===== src/rtl/nibble_uart_tx.sv =====
// Nibble-link serial transmitter: start bit, 4 data bits LSB first, optional even parity, stop bit.
// Define NIBBLE_UART_TX_PARITY_EN to insert the parity bit between the data bits and the stop bit.
module nibble_uart_tx #(
    parameter int CLK_DIV = 16
) (
    input  logic       clk,
    input  logic       rst_n,
    input  logic [3:0] tx_data,
    input  logic       tx_valid,
    output logic       tx_ready,
    output logic       tx_out,
    output logic       tx_busy,
    output logic       tx_done
);

    localparam int CNT_W = (CLK_DIV > 2) ? $clog2(CLK_DIV) : 1;
    localparam logic [CNT_W-1:0] CNT_LAST = CNT_W'(CLK_DIV - 1);

    typedef enum logic [2:0] {
        S_IDLE   = 3'd0,
        S_START  = 3'd1,
        S_DATA   = 3'd2,
`ifdef NIBBLE_UART_TX_PARITY_EN
        S_PARITY = 3'd3,
`endif
        S_STOP   = 3'd4
    } state_t;

    state_t           state_q, state_d;
    logic [CNT_W-1:0] cnt_q, cnt_d;
    logic [1:0]       idx_q, idx_d;
    logic [3:0]       shreg_q, shreg_d;
    logic             tx_out_q, tx_out_d;
    logic             tx_done_q, tx_done_d;
    logic             bit_end;
`ifdef NIBBLE_UART_TX_PARITY_EN
    logic             par_q, par_d;
`endif

    assign bit_end = (cnt_q == CNT_LAST);

    always_comb begin
        state_d   = state_q;
        cnt_d     = cnt_q;
        idx_d     = idx_q;
        shreg_d   = shreg_q;
        tx_done_d = 1'b0;
`ifdef NIBBLE_UART_TX_PARITY_EN
        par_d     = par_q;
`endif
        if (state_q != S_IDLE) begin
            cnt_d = bit_end ? '0 : cnt_q + CNT_W'(1);
        end
        case (state_q)
            S_IDLE: begin
                cnt_d = '0;
                idx_d = 2'd0;
                if (tx_valid) begin
                    shreg_d = tx_data;
`ifdef NIBBLE_UART_TX_PARITY_EN
                    par_d   = ^tx_data;
`endif
                    state_d = S_START;
                end
            end
            S_START: begin
                if (bit_end) state_d = S_DATA;
            end
            S_DATA: begin
                if (bit_end) begin
                    shreg_d = {1'b0, shreg_q[3:1]};
                    if (idx_q == 2'd3) begin
                        idx_d = 2'd0;
`ifdef NIBBLE_UART_TX_PARITY_EN
                        state_d = S_PARITY;
`else
                        state_d = S_STOP;
`endif
                    end else begin
                        idx_d = idx_q + 2'd1;
                    end
                end
            end
`ifdef NIBBLE_UART_TX_PARITY_EN
            S_PARITY: begin
                if (bit_end) state_d = S_STOP;
            end
`endif
            S_STOP: begin
                if (bit_end) begin
                    state_d   = S_IDLE;
                    tx_done_d = 1'b1;
                end
            end
            default: state_d = S_IDLE;
        endcase

        // Line level is looked up from the next state so tx_out stays a flop output.
        case (state_d)
            S_START:  tx_out_d = 1'b0;
            S_DATA:   tx_out_d = shreg_d[0];
`ifdef NIBBLE_UART_TX_PARITY_EN
            S_PARITY: tx_out_d = par_d;
`endif
            default:  tx_out_d = 1'b1;
        endcase
    end

    always_ff @(posedge clk or negedge rst_n) begin
        if (!rst_n) begin
            state_q   <= S_IDLE;
            cnt_q     <= '0;
            idx_q     <= 2'd0;
            shreg_q   <= 4'd0;
            tx_out_q  <= 1'b1;
            tx_done_q <= 1'b0;
`ifdef NIBBLE_UART_TX_PARITY_EN
            par_q     <= 1'b0;
`endif
        end else begin
            state_q   <= state_d;
            cnt_q     <= cnt_d;
            idx_q     <= idx_d;
            shreg_q   <= shreg_d;
            tx_out_q  <= tx_out_d;
            tx_done_q <= tx_done_d;
`ifdef NIBBLE_UART_TX_PARITY_EN
            par_q     <= par_d;
`endif
        end
    end

    assign tx_ready = (state_q == S_IDLE);
    assign tx_busy  = (state_q != S_IDLE);
    assign tx_out   = tx_out_q;
    assign tx_done  = tx_done_q;

endmodule

===== config.mk =====
export PLATFORM = sky130hd
export DESIGN_NAME = nibble_uart_tx
export DESIGN_NICKNAME = d
export VERILOG_FILES = /design/src/rtl/nibble_uart_tx.sv
export SDC_FILE = /design/constraint.sdc
export NUM_CORES = 1
export LEC_CHECK = 0
export BUFFER_PORTS_ARGS = -buffer_cell sky130_fd_sc_hd__buf_2
export CORE_MARGIN = 1.5
export CORE_UTILIZATION = 30
export CTS_BUF_LIST = sky130_fd_sc_hd__clkbuf_4 sky130_fd_sc_hd__clkbuf_8 sky130_fd_sc_hd__clkbuf_16
export CTS_CLUSTER_DIAMETER = 200
export DETAILED_ROUTE_END_ITERATION = 16
export GPL_ROUTABILITY_DRIVEN = 0
export GPL_TIMING_DRIVEN = 0
export SLEW_MARGIN = 20
export SYNTH_ARGS = -nofsm -noshare
export SYNTH_HDL_FRONTEND = slang
export SYNTH_SLANG_ARGS = --single-unit

===== constraint.sdc =====
create_clock -name clk -period 1.4 [get_ports clk]
set_input_delay 0.21 -clock clk [delete_from_list [all_inputs] [get_ports clk]]
set_output_delay 0.21 -clock clk [all_outputs]
set_load 0.005 [all_outputs]

==> out/results.ini, run 1 <==
[cts]
cts.sinks = 15
clock_path_buffers = 2
htreeDepth = 1
cts_buffers = 3
cts_tree = done
insertion_delay_ps = 290
clockRootBuffer = clkbuf_4
cts.clk_slew.worst_paths_ps = 100

[drt]
vias = 555
wl_mm = 1.402
drt_iter0_drc = 7
drcViolationCount = 0
wl_per_cell_um = 12.98
antenna_left = 0
vias_per_cell = 5.139
first_pass_iters = 4

[die]
fp.dieH_um = 51.07
core_um2 = 2191
dieArea_um2 = 2608
die_w_um = 51.07
start_util_pct = 31.64
io_pins = 11
rows = 17

[critical_path]
worst_setup_path_start_kind = register
reg2reg_depth = 4
cp.required_ps = 1190
r2r-start = state_q[1]
crit_type = register to output pin
r2r_slack_ps = -30
cp-end-kind = output pin
cp_max_fo = 4
cp.arrival_ps = 1290
crit_path_end = tx_ready
startpoint = state_q[1]
r2r-end = idx_q[0]

[yosys]
synth.distinct_cells = 31
synthArstFlopShare_pct = 100.0
synth_area_leaders = dfrtp_1 (51%), dfstp_2 (3.8%), ha_1 (3.6%)
yosysMostFrequentCell = dfrtp_1
yosysSeqAreaShare_pct = 54.33
syn-num-nets = 70
syn_area_per_cell_um2 = 11.36
yosys-top-cells-count = dfrtp_1 (14), nand2_1 (5), and2_1 (3), nand3_1 (3), o21ai_0 (3)
synth_edf_count = 0
synth_top_area_share_pct = 50.54
syn_inst = 61
netlist_area_um2 = 693.2
synth_top_cell_by_area = dfrtp_1
synth_seq_cells = 15
yosysWarnings = 0
synth_ff_type = dfrtp_1

[pwr]
p_leak_nw = 0.4064
powerDensity_nw_per_um2 = 771.2
p_sw_share_pct = 22.10
p_sw_uw = 158.0
pwr-share-comb_pct = 3.5
pwr-share-seq_pct = 61.5
p_total_uw = 715.0
peakVddDrop_mv = 0.3263
clkPwrFrac_pct = 35.0
p_int_uw = 557.0

[global_routing]
grt_max_degree = 16
first_global_vias = 541
antenna_found_initial = 0
grt_overflow_total = 0
track_usage_pct = 13.20
grt_first_pass_wirelength_mm = 2.477

[finish]
multi_input_area_um2 = 359.1
post-route-util_pct = 42.32
antenna_cells = 0
num-nets-final = 90
nFillCells = 203
layout-drive-gt1-share_pct = 47.50
register_area_um2 = 380.4
area_growth_pct = 33.75

[sta]
worst_slack_ps = -100.2
maxSlewViolCount = 0
final.period_utilization_pct = 107.2
skew_ps = 9.476
period_minus_slack_ps = 1500
slew_headroom_pct = 77.55
fin_setup_tns_ps = -255.2
hold_violations = 0
max_freq_mhz = 666.6
worst_slew_pin_slew_ps = 336.8
setup_violations = 7
rsz0062_at_grt = yes

[placement]
io_buffers = 10
dp_hpwl_um = 903.1

[status]
status = finished, violations left
violations = setup timing

[job]
maxCapViolations = 0

[worst_hold_path]
min_path_cells = 3
hold_path_class = input port to register

## layout make-up
class / instances / area share, %
Clock buffer: 3 / 2.429
Clock inverter: 1 / 0.5398
Sequential cell: 15 / 41.03
Timing Repair Buffer: 17 / 12.82
Multi-Input combinational cell: 43 / 38.73
Tap cell: 28 / 3.779
Inverter: 1 / 0.6748
## power by group through the flow
stage | clock (mW) | combinational (mW) | sequential [mW]
floorplan | 0 | 0.00487 | 0.448
global placement | 0 | 0.0232 | 0.448
detailed placement | 0 | 0.0237 | 0.448
CTS | 0.260 | 0.0264 | 0.440
global route | 0.278 | 0.0291 | 0.440
finish | 0.250 | 0.0252 | 0.440
## what timing repair did
action	in CTS	in global routing
resized for setup	17	6
hold buffers	1	0
buffers inserted	6	0
setup endpoints to repair	9	11
pin swaps	8	8
endpoints found under the hold margin	14	0
## flip-flops by register name, summed over array words and instances, names as in the netlist
| register | flops |
|---|---|
| tx_done | 1 |
| cnt_q | 4 |
| state_q | 3 |
| tx_out | 1 |
| idx_q | 2 |
| shreg_q | 4 |
## worst max-delay path: stages (launching register included)
cell	delay, ps
dfrtp_2	420
or3_4	430
inv_4	70
buf_6	80
## logic make-up (layout without fill, tap and decap cells)
family / after synthesis / in the layout / share of synthesized area [%]
DFF: 15 / 15 / 54.33
AOI/OAI and AO/OA: 13 / 13 / 13.72
and+or+nand+nor: 26 / 26 / 24.19
adders and majority gates: 2 / 2 / 3.610
xor gates and xnor gates: 2 / 2 / 2.528
buffers and inverters: 3 / 22 / 1.624
## through the flow
stage / setup WS [ps] / hold slack [ps] / std cells / instance area, um^2
2_1_floorplan: 18.58 / -85.59 / 61 / 693.2
3_3_place_gp: -144.4 / 127.1 / 99 / 778.2
3_5_place_dp: -137.2 / 136.6 / 99 / 778.2
4_1_cts: -98.77 / 121.7 / 108 / 905.9
5_1_grt: -135.7 / 130.9 / 108 / 927.1
6_report: -100.2 / 125.6 / 108 / 927.1
## cell usage in the layout, fill, tap and decap left out, types with 2 or more instances in the layout
cell type	instances
dfrtp_1	11
buf_6	3
ha_1	2
buf_4	4
nand3b_1	2
clkbuf_4	3
buf_2	9
nand3_1	2
and2_1	3
dfrtp_2	3
nand2_1	4
nor3_1	2
a221o_1	2
o21ai_2	2
## layer usage
metal	GRT usage, %	up-vias	share of wire, %
met2	21.65	11	50
met5	0	-	0
met3	2.632	2	2.6
met4	9.459	0	1.0
li1	-	268	-
met1	15.24	274	46
## worst min path at each step
stage / startpoint / endpoint / slack (ps)
final: tx_data[3] / shreg_q[3] / 130
after global routing: tx_data[3] / shreg_q[3] / 130
after global placement: rst_n / tx_done / 130
after floorplan: rst_n / cnt_q[0] / -90
after detailed placement: rst_n / tx_done / 140
after CTS: tx_data[3] / shreg_q[3] / 120
(Power assumes the default switching activity.)
==> inputs of run 2 (changes only) <==
--- a/config.mk
+++ b/config.mk
@@ -6,13 +6,17 @@
 export NUM_CORES = 1
 export LEC_CHECK = 0
 export BUFFER_PORTS_ARGS = -buffer_cell sky130_fd_sc_hd__buf_2
+export CAP_MARGIN = 15
+export CELL_PAD_IN_SITES_DETAIL_PLACEMENT = 0
+export CELL_PAD_IN_SITES_GLOBAL_PLACEMENT = 1
 export CORE_MARGIN = 1.5
-export CORE_UTILIZATION = 30
+export CORE_UTILIZATION = 37
 export CTS_BUF_LIST = sky130_fd_sc_hd__clkbuf_4 sky130_fd_sc_hd__clkbuf_8 sky130_fd_sc_hd__clkbuf_16
 export CTS_CLUSTER_DIAMETER = 200
 export DETAILED_ROUTE_END_ITERATION = 16
 export GPL_ROUTABILITY_DRIVEN = 0
 export GPL_TIMING_DRIVEN = 0
+export PLACE_DENSITY_LB_ADDON = 0.1
 export SLEW_MARGIN = 20
 export SYNTH_ARGS = -nofsm -noshare
 export SYNTH_HDL_FRONTEND = slang
==> run 2 against run 1 <==
Via count decreased by 1.4%. Global-route usage is 2.6 points higher. Die area down 18%. Sequential power about the same. Non-clock buffer count grew 4. Clock skew grew 3.4 ps. Largest power group unchanged. Combinational power increased by 2%. Worst setup slack better by 31 ps. Largest cell class unchanged. Total power increased by 1.8%. Core utilization increased by 12 points. Sequential share of layout area fell by 1.1 points. The flow still finishes with violations (setup timing). Critical endpoint unchanged. First-iteration DRC count is 86% lower.
==> out/results.ini, run 2 (synthesized netlist as in run 1, its figures left out) <==
[status]
status = finished, violations left
violations = setup timing

[pwr]
peakVddDrop_mv = 0.5441
p_sw_share_pct = 20.20
pwr-share-comb_pct = 3.5
powerDensity_nw_per_um2 = 763.8
p_sw_uw = 147.1
p_int_uw = 581.1
pwr-share-seq_pct = 60.4
p_leak_nw = 0.4320
clkPwrFrac_pct = 36.1

[placement]
dpl.cell_count = 96
place_area_um2 = 774.5
dpl_worst_slack_ps = -157.5
io_buffers = 10

[cts]
clock_path_buffers = 2
cts_buffers = 3
clockRootBuffer = clkbuf_4
cts.sinks = 15
cts_tree = done
htreeDepth = 1
cts.clk_slew.worst_paths_ps = 90
insertion_delay_ps = 280

[drt]
wl_per_cell_um = 13.04
vias_per_cell = 5.018
antenna_left = 0
drcViolationCount = 0
wl_mm = 1.421
first_pass_iters = 3
vias = 547
drt_iter0_drc = 1

[finish]
antenna_cells = 0
final_cell_mix = dfrtp_1 (11), buf_2 (9), buf_4 (8)
area_growth_pct = 37.55
layout_commonest_cell = dfrtp_1
reg_top3 = cnt_q x4, shreg_q x4, state_q x3
stdcell_area_um2 = 953.4
post-route-util_pct = 54.62
nFillCells = 163
layout-drive-gt1-share_pct = 48.81
num-nets-final = 94
stdcell_count = 109

[sta]
skew_ps = 12.92
worst_slew_pin_slew_ps = 350.4
final.period_utilization_pct = 105.0
period_minus_slack_ps = 1470
setup_violations = 7
max_freq_mhz = 680.5
worst_slack_ps = -69.61
slew_headroom_pct = 76.54
rsz0062_at_grt = yes
hold_violations = 0
maxSlewViolCount = 0

[global_routing]
grt_first_pass_wirelength_mm = 2.332
grt_overflow_total = 0
grt_max_degree = 16
first_global_vias = 540
antenna_found_initial = 0
track_usage_pct = 15.80

[critical_path]
r2r_slack_ps = -30
r2r-end = shreg_q[1]
cp_max_fo = 4
worst_setup_path_start_kind = register
cp-end-kind = output pin
r2r-start = state_q[2]
cp.arrival_ps = 1260
reg2reg_depth = 4
cp.required_ps = 1190
crit_type = register to output pin

[die]
dieArea_um2 = 2142
fp.dieH_um = 46.29
start_util_pct = 39.71
rows = 15
die_w_um = 46.29
io_pins = 11
core_um2 = 1745

[worst_hold_path]
min_path_cells = 3
hold_path_class = input port to register
holdPathEnd = shreg_q[3]
hp-start = tx_data[3]

[job]
maxCapViolations = 0

-- run 2: cell count changes in the layout (fill, tap and decap cells not counted) --
cell,delta
a32oi_1,-1
a32oi_2,+1
and3_2,+1
and3_4,-1
buf_4,+4
clkbuf_4,+1
clkinv_2,-1
nand2_1,+1
nand2_2,-1
o21ai_1,+1
o21ai_2,-1
-- run 2: area by class of cell --
cell class              instances  area (um^2)  share of cell area [%]
well taps                      25        31.28                   3.281
inverters                       1        6.256                  0.6562
repair buffers                 21        148.9                   15.62
clock buffers                   4        30.03                   3.150
flip-flops and latches         15        380.4                   39.90
multi-input cells              43        356.6                   37.40
-- run 2: timing repair --
item	CTS	global route
pin swaps	4	5
endpoints found under the hold margin	14	0
hold buffers	1	0
buffers inserted	10	1
gates resized for setup	18	4
setup endpoints to repair	9	12
-- run 2: power groups by stage --
stage	clock (mW)	sequential, mW	combinational, mW
finish	0.263	0.440	0.0257
global route	0.283	0.440	0.0291
CTS	0.273	0.440	0.0266
detailed placement	0	0.448	0.0231
global placement	0	0.448	0.0231
floorplan	0	0.448	0.00487
-- run 2: worst max-delay path by stage --
stage	startpoint	endpoint	slack (ps)
floorplan	state_q[2]	idx_q[0]	20
global route	state_q[0]	tx_ready	-110
CTS	state_q[0]	tx_ready	-80
detailed placement	cnt_q[0]	shreg_q[1]	-160
global placement	cnt_q[0]	shreg_q[2]	-160
finish	state_q[0]	tx_ready	-70
-- run 2: layer usage --
layer  GRT usage, %  share of wire, %
met1          19.80                48
met2          25.00                48
met3          7.059               4.1
met4          3.429                 0
met5              0                 0
-- run 2: critical path, cell delays in order (launching register included) --
cell and delay, ps:
dfrtp_2 420, or3_4 420, inv_4 70, buf_6 80
-- run 2: per-stage QoR --
step | hold slack [ps] | setup TNS (ps) | power, mW
after global placement | 128.2 | -627.2 | 0.4713
after floorplan | -85.59 | 0 | 0.4533
final | 128.9 | -243.8 | 0.7282
after detailed placement | 129.4 | -624.0 | 0.4714
after global routing | 143.7 | -618.3 | 0.7523
after CTS | 120.1 | -254.6 | 0.7396
